## src/rtl/lms_fir_sequencer.sv

```systemverilog
// lms_fir_sequencer
// Time-multiplexed FIR tap sequencer placed directly upstream of the shared MAC.
// It holds the sample delay line and the coefficient bank, and it streams one
// (sample, coefficient) pair per cycle into the MAC.
// The MAC accumulator is never cleared. The dot product for each sample is
// recovered as the difference from the accumulator value captured after the
// previous sample. That result is then rounded, saturated and handed off over
// valid/ready.
module lms_fir_sequencer #(
    parameter int N_TAPS      = 32,
    parameter int SAMPLE_SIZE = 16,
    parameter int COEFF_SIZE  = 17,
    localparam int ACC_W      = SAMPLE_SIZE + COEFF_SIZE,
    localparam int AW         = $clog2(N_TAPS)
) (
    input  logic                   clk,
    input  logic                   nrst,
    input  logic                   in_valid,
    output logic                   in_ready,
    input  logic [SAMPLE_SIZE-1:0] in_sample,
    input  logic                   coef_we,
    input  logic [AW-1:0]          coef_addr,
    input  logic [COEFF_SIZE-1:0]  coef_wdata,
    output logic                   mac_mult_en,
    output logic                   mac_acc_en,
    output logic [COEFF_SIZE-1:0]  mac_c,
    output logic [SAMPLE_SIZE-1:0] mac_s,
    input  logic [ACC_W-1:0]       mac_dout,
    output logic                   out_valid,
    input  logic                   out_ready,
    output logic [SAMPLE_SIZE-1:0] out_sample,
    output logic                   out_sat
);

    typedef enum logic [2:0] {
        S_IDLE,
        S_RUN,
        S_DRAIN,
        S_SNAP,
        S_OUT
    } state_t;

    localparam logic [AW-1:0]          LAST_TAP = AW'(N_TAPS - 1);
    localparam logic signed [ACC_W:0]  ROUND_K  = (ACC_W + 1)'(1 << (COEFF_SIZE - 2));
    localparam logic signed [ACC_W:0]  SAT_MAX  = (ACC_W + 1)'((1 << (SAMPLE_SIZE - 1)) - 1);
    localparam logic signed [ACC_W:0]  SAT_MIN  = ~SAT_MAX;

    state_t                 state_q, state_d;
    logic [SAMPLE_SIZE-1:0] sample_buf_q [N_TAPS];
    logic [SAMPLE_SIZE-1:0] sample_buf_d [N_TAPS];
    logic [COEFF_SIZE-1:0]  coef_q [N_TAPS];
    logic [COEFF_SIZE-1:0]  coef_d [N_TAPS];
    logic [AW-1:0]          wr_ptr_q, wr_ptr_d;
    logic [AW-1:0]          tap_q, tap_d;
    logic [ACC_W-1:0]       base_q, base_d;
    logic [SAMPLE_SIZE-1:0] out_sample_q, out_sample_d;
    logic                   out_sat_q, out_sat_d;
    logic                   mac_mult_en_q, mac_mult_en_d;
    logic                   mac_acc_en_q, mac_acc_en_d;
    logic [COEFF_SIZE-1:0]  mac_c_q, mac_c_d;
    logic [SAMPLE_SIZE-1:0] mac_s_q, mac_s_d;

    logic [AW-1:0]          next_tap;
    logic [ACC_W-1:0]       sum_w;
    logic signed [ACC_W:0]  round_w;
    logic signed [ACC_W:0]  shifted_w;
    logic                   coef_wr_ok;

    // The per-sample sum is taken as a modular difference, so accumulator wrap cancels out.
    // One extra bit keeps the rounding constant from overflowing near the signed limit.
    assign next_tap   = tap_q + AW'(1);
    assign sum_w      = mac_dout - base_q;
    assign round_w    = $signed({sum_w[ACC_W-1], sum_w}) + ROUND_K;
    assign shifted_w  = round_w >>> (COEFF_SIZE - 1);
    assign coef_wr_ok = (state_q == S_IDLE) && coef_we && (int'(coef_addr) < N_TAPS);

    assign in_ready    = (state_q == S_IDLE);
    assign out_valid   = (state_q == S_OUT);
    assign out_sample  = out_sample_q;
    assign out_sat     = out_sat_q;
    assign mac_mult_en = mac_mult_en_q;
    assign mac_acc_en  = mac_acc_en_q;
    assign mac_c       = mac_c_q;
    assign mac_s       = mac_s_q;

    // Next-state logic: sequence the taps, recover and round the sum, and handle the handshakes.
    always_comb begin
        state_d       = state_q;
        sample_buf_d  = sample_buf_q;
        coef_d        = coef_q;
        wr_ptr_d      = wr_ptr_q;
        tap_d         = tap_q;
        base_d        = base_q;
        out_sample_d  = out_sample_q;
        out_sat_d     = out_sat_q;
        mac_mult_en_d = 1'b0;
        mac_acc_en_d  = mac_mult_en_q;
        mac_c_d       = mac_c_q;
        mac_s_d       = mac_s_q;

        if (coef_wr_ok) begin
            coef_d[coef_addr] = coef_wdata;
        end

        case (state_q)
            S_IDLE: begin
                if (in_valid) begin
                    sample_buf_d[wr_ptr_q] = in_sample;
                    tap_d                  = '0;
                    mac_mult_en_d          = 1'b1;
                    mac_s_d                = in_sample;
                    mac_c_d                = coef_d[0];
                    state_d                = S_RUN;
                end
            end
            S_RUN: begin
                if (tap_q == LAST_TAP) begin
                    wr_ptr_d = wr_ptr_q + AW'(1);
                    state_d  = S_DRAIN;
                end else begin
                    tap_d         = next_tap;
                    mac_mult_en_d = 1'b1;
                    mac_s_d       = sample_buf_q[wr_ptr_q - next_tap];
                    mac_c_d       = coef_q[next_tap];
                end
            end
            S_DRAIN: begin
                state_d = S_SNAP;
            end
            S_SNAP: begin
                base_d = mac_dout;
                if (shifted_w > SAT_MAX) begin
                    out_sample_d = {1'b0, {(SAMPLE_SIZE - 1){1'b1}}};
                    out_sat_d    = 1'b1;
                end else if (shifted_w < SAT_MIN) begin
                    out_sample_d = {1'b1, {(SAMPLE_SIZE - 1){1'b0}}};
                    out_sat_d    = 1'b1;
                end else begin
                    out_sample_d = shifted_w[SAMPLE_SIZE-1:0];
                    out_sat_d    = 1'b0;
                end
                state_d = S_OUT;
            end
            S_OUT: begin
                if (out_ready) begin
                    state_d = S_IDLE;
                end
            end
            default: begin
                state_d = S_IDLE;
            end
        endcase
    end

    // State and output registers. They share the MAC's async reset, so a cleared base matches a cleared accumulator.
    always_ff @(posedge clk or negedge nrst) begin
        if (!nrst) begin
            state_q       <= S_IDLE;
            for (int i = 0; i < N_TAPS; i++) begin
                sample_buf_q[i] <= '0;
                coef_q[i]       <= '0;
            end
            wr_ptr_q      <= '0;
            tap_q         <= '0;
            base_q        <= '0;
            out_sample_q  <= '0;
            out_sat_q     <= 1'b0;
            mac_mult_en_q <= 1'b0;
            mac_acc_en_q  <= 1'b0;
            mac_c_q       <= '0;
            mac_s_q       <= '0;
        end else begin
            state_q       <= state_d;
            sample_buf_q  <= sample_buf_d;
            coef_q        <= coef_d;
            wr_ptr_q      <= wr_ptr_d;
            tap_q         <= tap_d;
            base_q        <= base_d;
            out_sample_q  <= out_sample_d;
            out_sat_q     <= out_sat_d;
            mac_mult_en_q <= mac_mult_en_d;
            mac_acc_en_q  <= mac_acc_en_d;
            mac_c_q       <= mac_c_d;
            mac_s_q       <= mac_s_d;
        end
    end

endmodule

```

## config.mk

```make
export PLATFORM = sky130hd
export DESIGN_NAME = lms_fir_sequencer
export DESIGN_NICKNAME = d
export VERILOG_FILES = /design/src/rtl/lms_fir_sequencer.sv
export SDC_FILE = /design/constraint.sdc
export NUM_CORES = 2
export LEC_CHECK = 0
export BUFFER_PORTS_ARGS = -buffer_cell sky130_fd_sc_hd__clkbuf_2
export CAP_MARGIN = 25
export CORE_ASPECT_RATIO = 0.6
export CORE_MARGIN = 2
export CORE_UTILIZATION = 55
export DETAILED_ROUTE_END_ITERATION = 12
export PLACE_DENSITY = 0.71
export SETUP_SLACK_MARGIN = 0.15
export SLEW_MARGIN = 20
export SYNTH_ARGS = -nofsm -noshare
export SYNTH_HDL_FRONTEND = slang
export SYNTH_SLANG_ARGS = --single-unit
```

## constraint.sdc

```tcl
create_clock -name clk -period 8.6 [get_ports clk]
set_clock_uncertainty 0.1 [all_clocks]
set_input_delay 0.86 -clock clk [delete_from_list [all_inputs] [get_ports clk]]
set_output_delay 0.86 -clock clk [all_outputs]
set_load 0.01 [all_outputs]
```

==> impl_metrics.env <==
export IMPL_grt_use_met3_pct=6.37
export IMPL_stdcell_count=5100
export IMPL_wl_um=136000
export IMPL_ctsResizeCount=0
export IMPL_grt_pass1_vias=32100
export IMPL_power_density_nw_per_um2=301
export IMPL_numCtsBuffers=107
export IMPL_start_util_pct=55.3
export IMPL_relSlewSlack_pct=27.9
export IMPL_r2r_cells=10
export IMPL_power_share_sequential_pct=34.4
export IMPL_power_switching_mw=6.36
export IMPL_slowest_delay_ns=1.14
export IMPL_portBuffers=129
export IMPL_place_inst=4895
export IMPL_cts_tree="done"
export IMPL_leakagePower_nw=29.3
export IMPL_cp_depth=10
export IMPL_cp_max_fo=36
export IMPL_async_reset_ff_share_pct=100
export IMPL_grt_ovfl_total=0
export IMPL_num_rows=89
export IMPL_gp_congestion=0.845
export IMPL_ios=130
export IMPL_peakVddDrop_v=0.000511
export IMPL_switching_share_pct=35.0
export IMPL_die_x_um=409
export IMPL_finalCritPeriodShare_pct=53.6
export IMPL_startpoint_type="register"
export IMPL_dieArea_um2=101000
export IMPL_critPathCaptureType="register"
export IMPL_hp_class="in -> async"
export IMPL_die_h_um=247
export IMPL_antenna_found_initial=6
export IMPL_required_ns=9.05
export IMPL_p_comb_share_pct=36.9
export IMPL_dr_pass1_iters=5
export IMPL_yosysWarnings=0
export IMPL_ys_seq_elements=1154
export IMPL_max_freq_ghz=0.217
export IMPL_maxCapViolCount=0
export IMPL_synth_compound_area_share_pct=2.87
export IMPL_path_clk_slew_ns=0.07
export IMPL_met2_usage_pct=38.3
export IMPL_post_route_drc_count=0
export IMPL_synth_top_family_by_area="multiplexers"
export IMPL_tns_ns=0
export IMPL_cts_root_buffer="clkbuf_16"
export IMPL_routedWlPerCell_um=26.6
export IMPL_syn_area_um2=54200
export IMPL_clk_latency_ns=0.72
export IMPL_synth_edff_count=0
export IMPL_grt_util_met1_pct=43.8
export IMPL_finalNetCount=3812
export IMPL_setup_viol=0
export IMPL_synth_area_per_cell_um2=14.9
export IMPL_ys_seq_area_share_pct=53.3
export IMPL_synthFlopType="dfrtp_1"
export IMPL_synth_fa_ha_area_share_pct=1.01
export IMPL_n_fill_cell=7307
export IMPL_post_cts_setup_buffers=0
export IMPL_synthSimpleGateAreaFrac_pct=3.29
export IMPL_avgViaCountPerCell=6.23
export IMPL_area_growth_pct=11.4
export IMPL_vias=31800
export IMPL_tightest_slew_ns=1.08
export IMPL_p_clk_share_pct=28.7
export IMPL_syn_nets=3756
export IMPL_drt_first_iter_violations=2793
export IMPL_grt_max_degree=185
export IMPL_cp_slowest_cell="fa_4"
export IMPL_critical_path_class="reg -> reg"
export IMPL_syn_inst=3637
export IMPL_synth_xor_area_share_pct=0.501
export IMPL_grt_pass1_wl_um=209000
export IMPL_placed_area_um2=56400
export IMPL_final_hold_violation_count=0
export IMPL_r2r_setup_slack_ns=3.99
export IMPL_path_buf_inv=2
export IMPL_crit_chain="ha_4, fa_4, buf_12, buf_4, mux4_2, mux4_2, mux2i_1, nand2_1, o21ai_0, o21ai_0"
export IMPL_numClockSinks=1154
export IMPL_dp_hpwl_um=82400
export IMPL_synthMuxAreaShare_pct=36.5
export IMPL_coreArea_um2=98000
export IMPL_power_internal_mw=11.8
export IMPL_ant_nets=0
export IMPL_final_area_um2=60400
export IMPL_hold_buffers=0
export IMPL_maxSlewViolCount=0
export IMPL_status="completed"
export IMPL_crit_family="adder cells"
export IMPL_period_needed_ns=4.61
export IMPL_crit_arrival_ns=5.06
export IMPL_clk_path_buf_depth=3
export IMPL_groute_usage_overall_pct=27.4
export IMPL_drive_gt1_share_pct=49.3
export IMPL_rsz0062_at_grt="no"
export IMPL_yosysUniqueCellTypes=89
export IMPL_htreeDepth=3
export IMPL_top_usage_layer="met1"
export IMPL_holdWs_ns=0.0672
==> through the flow <==
stage                     utilization, %  power (mW)  worst slack (ns)
after floorplan                        -        11.1              4.09
after global placement              57.4        13.0              3.90
after detailed placement            57.5        13.1              3.85
after CTS                           61.4        18.3              3.83
after global routing                61.6        19.0              3.79
final                               61.6        18.2              3.99
==> final cells by class <==
| type | count | area [µm²] | share of cell area (%) |
|---|---|---|---|
| Antenna cell | 1 | 2.50 | 0.00415 |
| Clock buffer | 149 | 3150 | 5.21 |
| Clock inverter | 47 | 691 | 1.14 |
| Inverter | 48 | 180 | 0.298 |
| Multi-Input combinational cell | 2144 | 24100 | 40.0 |
| Sequential cell | 1154 | 28900 | 47.8 |
| Tap cell | 1319 | 1650 | 2.73 |
| Timing Repair Buffer | 238 | 1670 | 2.76 |
==> Yosys cell counts, types with 9 or more instances <==
| cell | instances | area [µm²] |
|---|---|---|
| buf_1 | 26 | 97.6 |
| mux2_2 | 1056 | 11900 |
| xor2_1 | 15 | 131 |
| nand2b_1 | 9 | 56.3 |
| nor2_1 | 61 | 229 |
| dfrtp_1 | 1154 | 28900 |
| nand2_1 | 200 | 751 |
| nand4_1 | 9 | 56.3 |
| clkbuf_1 | 247 | 927 |
| and3_1 | 11 | 68.8 |
| nand3_1 | 14 | 70.1 |
| ha_1 | 42 | 526 |
| a21oi_1 | 38 | 190 |
| nor3_1 | 14 | 70.1 |
| a21o_1 | 9 | 67.6 |
| xnor2_1 | 16 | 140 |
| o22a_1 | 11 | 96.3 |
| o21ai_0 | 130 | 651 |
| inv_1 | 48 | 180 |
| mux2i_1 | 87 | 871 |
| mux4_2 | 313 | 7050 |
==> cells by family (layout without fill, tap and decap cells) <==
| kind of cell | count (synthesis) | in the layout |
|---|---|---|
| other | 0 | 1 |
| and+or+nand+nor | 373 | 373 |
| buffers and inverters | 339 | 482 |
| AOI/OAI and AO/OA | 241 | 241 |
| muxes | 1456 | 1456 |
| xor gates and xnor gates | 31 | 31 |
| DFF | 1154 | 1154 |
| adders and majority gates | 43 | 43 |
==> sequential cells by signal, indices dropped and copies added (netlist names) <==
name	cells
out_sample	16
mac_s	16
mac_mult_en	1
out_sat	1
sample_buf_q	512
wr_ptr_q	5
mac_c	17
base_q	33
state_q	3
mac_acc_en	1
coef_q	544
tap_q	5
==> final timing paths <==
kind                                   from           to
worst max-delay path               tap_q[0]     mac_s[7]
worst min-delay path                   nrst    base_q[8]
worst max register to register     tap_q[0]     mac_s[7]
worst min register to register  mac_mult_en   mac_acc_en
max in group asynchronous              nrst  coef_q[267]
min in group clk                mac_dout[0]    base_q[0]
==> per-layer routing <==
metal / vias to the layer above / routed length, µm
met3: 183 / 9640
li1: 13600 / -
met5: - / 0
met1: 17200 / 66100
met4: 0 / 2370
met2: 865 / 57500
==> power by group through the flow <==
stage,clock network [mW],logic (mW),registers [mW]
global route,5.53,7.19,6.33
global placement,0,6.64,6.34
CTS,5.28,6.72,6.26
finish,5.21,6.71,6.26
floorplan,0,4.84,6.27
detailed placement,0,6.71,6.36
==> placed cells by master (no fill, tap or decap), types with 4 or more instances in the layout <==
cell type  synthesis  final
clkinv_2           0     23
clkbuf_16          0    109
mux2_2          1056   1056
mux4_2           313    313
and2_1             5      5
nand3_1           14     13
a21o_1             9      9
nand3b_1           5      5
nor2_1            61     47
xnor2_1           16     13
xor2_1            15     13
a21oi_1           38     37
buf_8              0      7
o21ai_0          130    130
buf_4              1     90
clkbuf_8           4     27
nand2_1          200    200
and3_1            11     11
nor3b_1            7      7
nor3_1            14     10
nor3_2             2      6
mux2i_1           87     87
nor2_2             2     14
clkbuf_2           0    128
bufinv_16          0     16
o22a_2             4      4
o22a_1            11     11
dfrtp_1         1154   1153
buf_6              5      4
clkbuf_1         247     13
a31oi_1            4      4
inv_1             48     48
ha_1              42     40
nand4_1            9      9
nor2b_1            4      4
nand2b_1           9      9
nor4_1             4      4
buf_12             0      6
(Power assumes the default switching activity.)
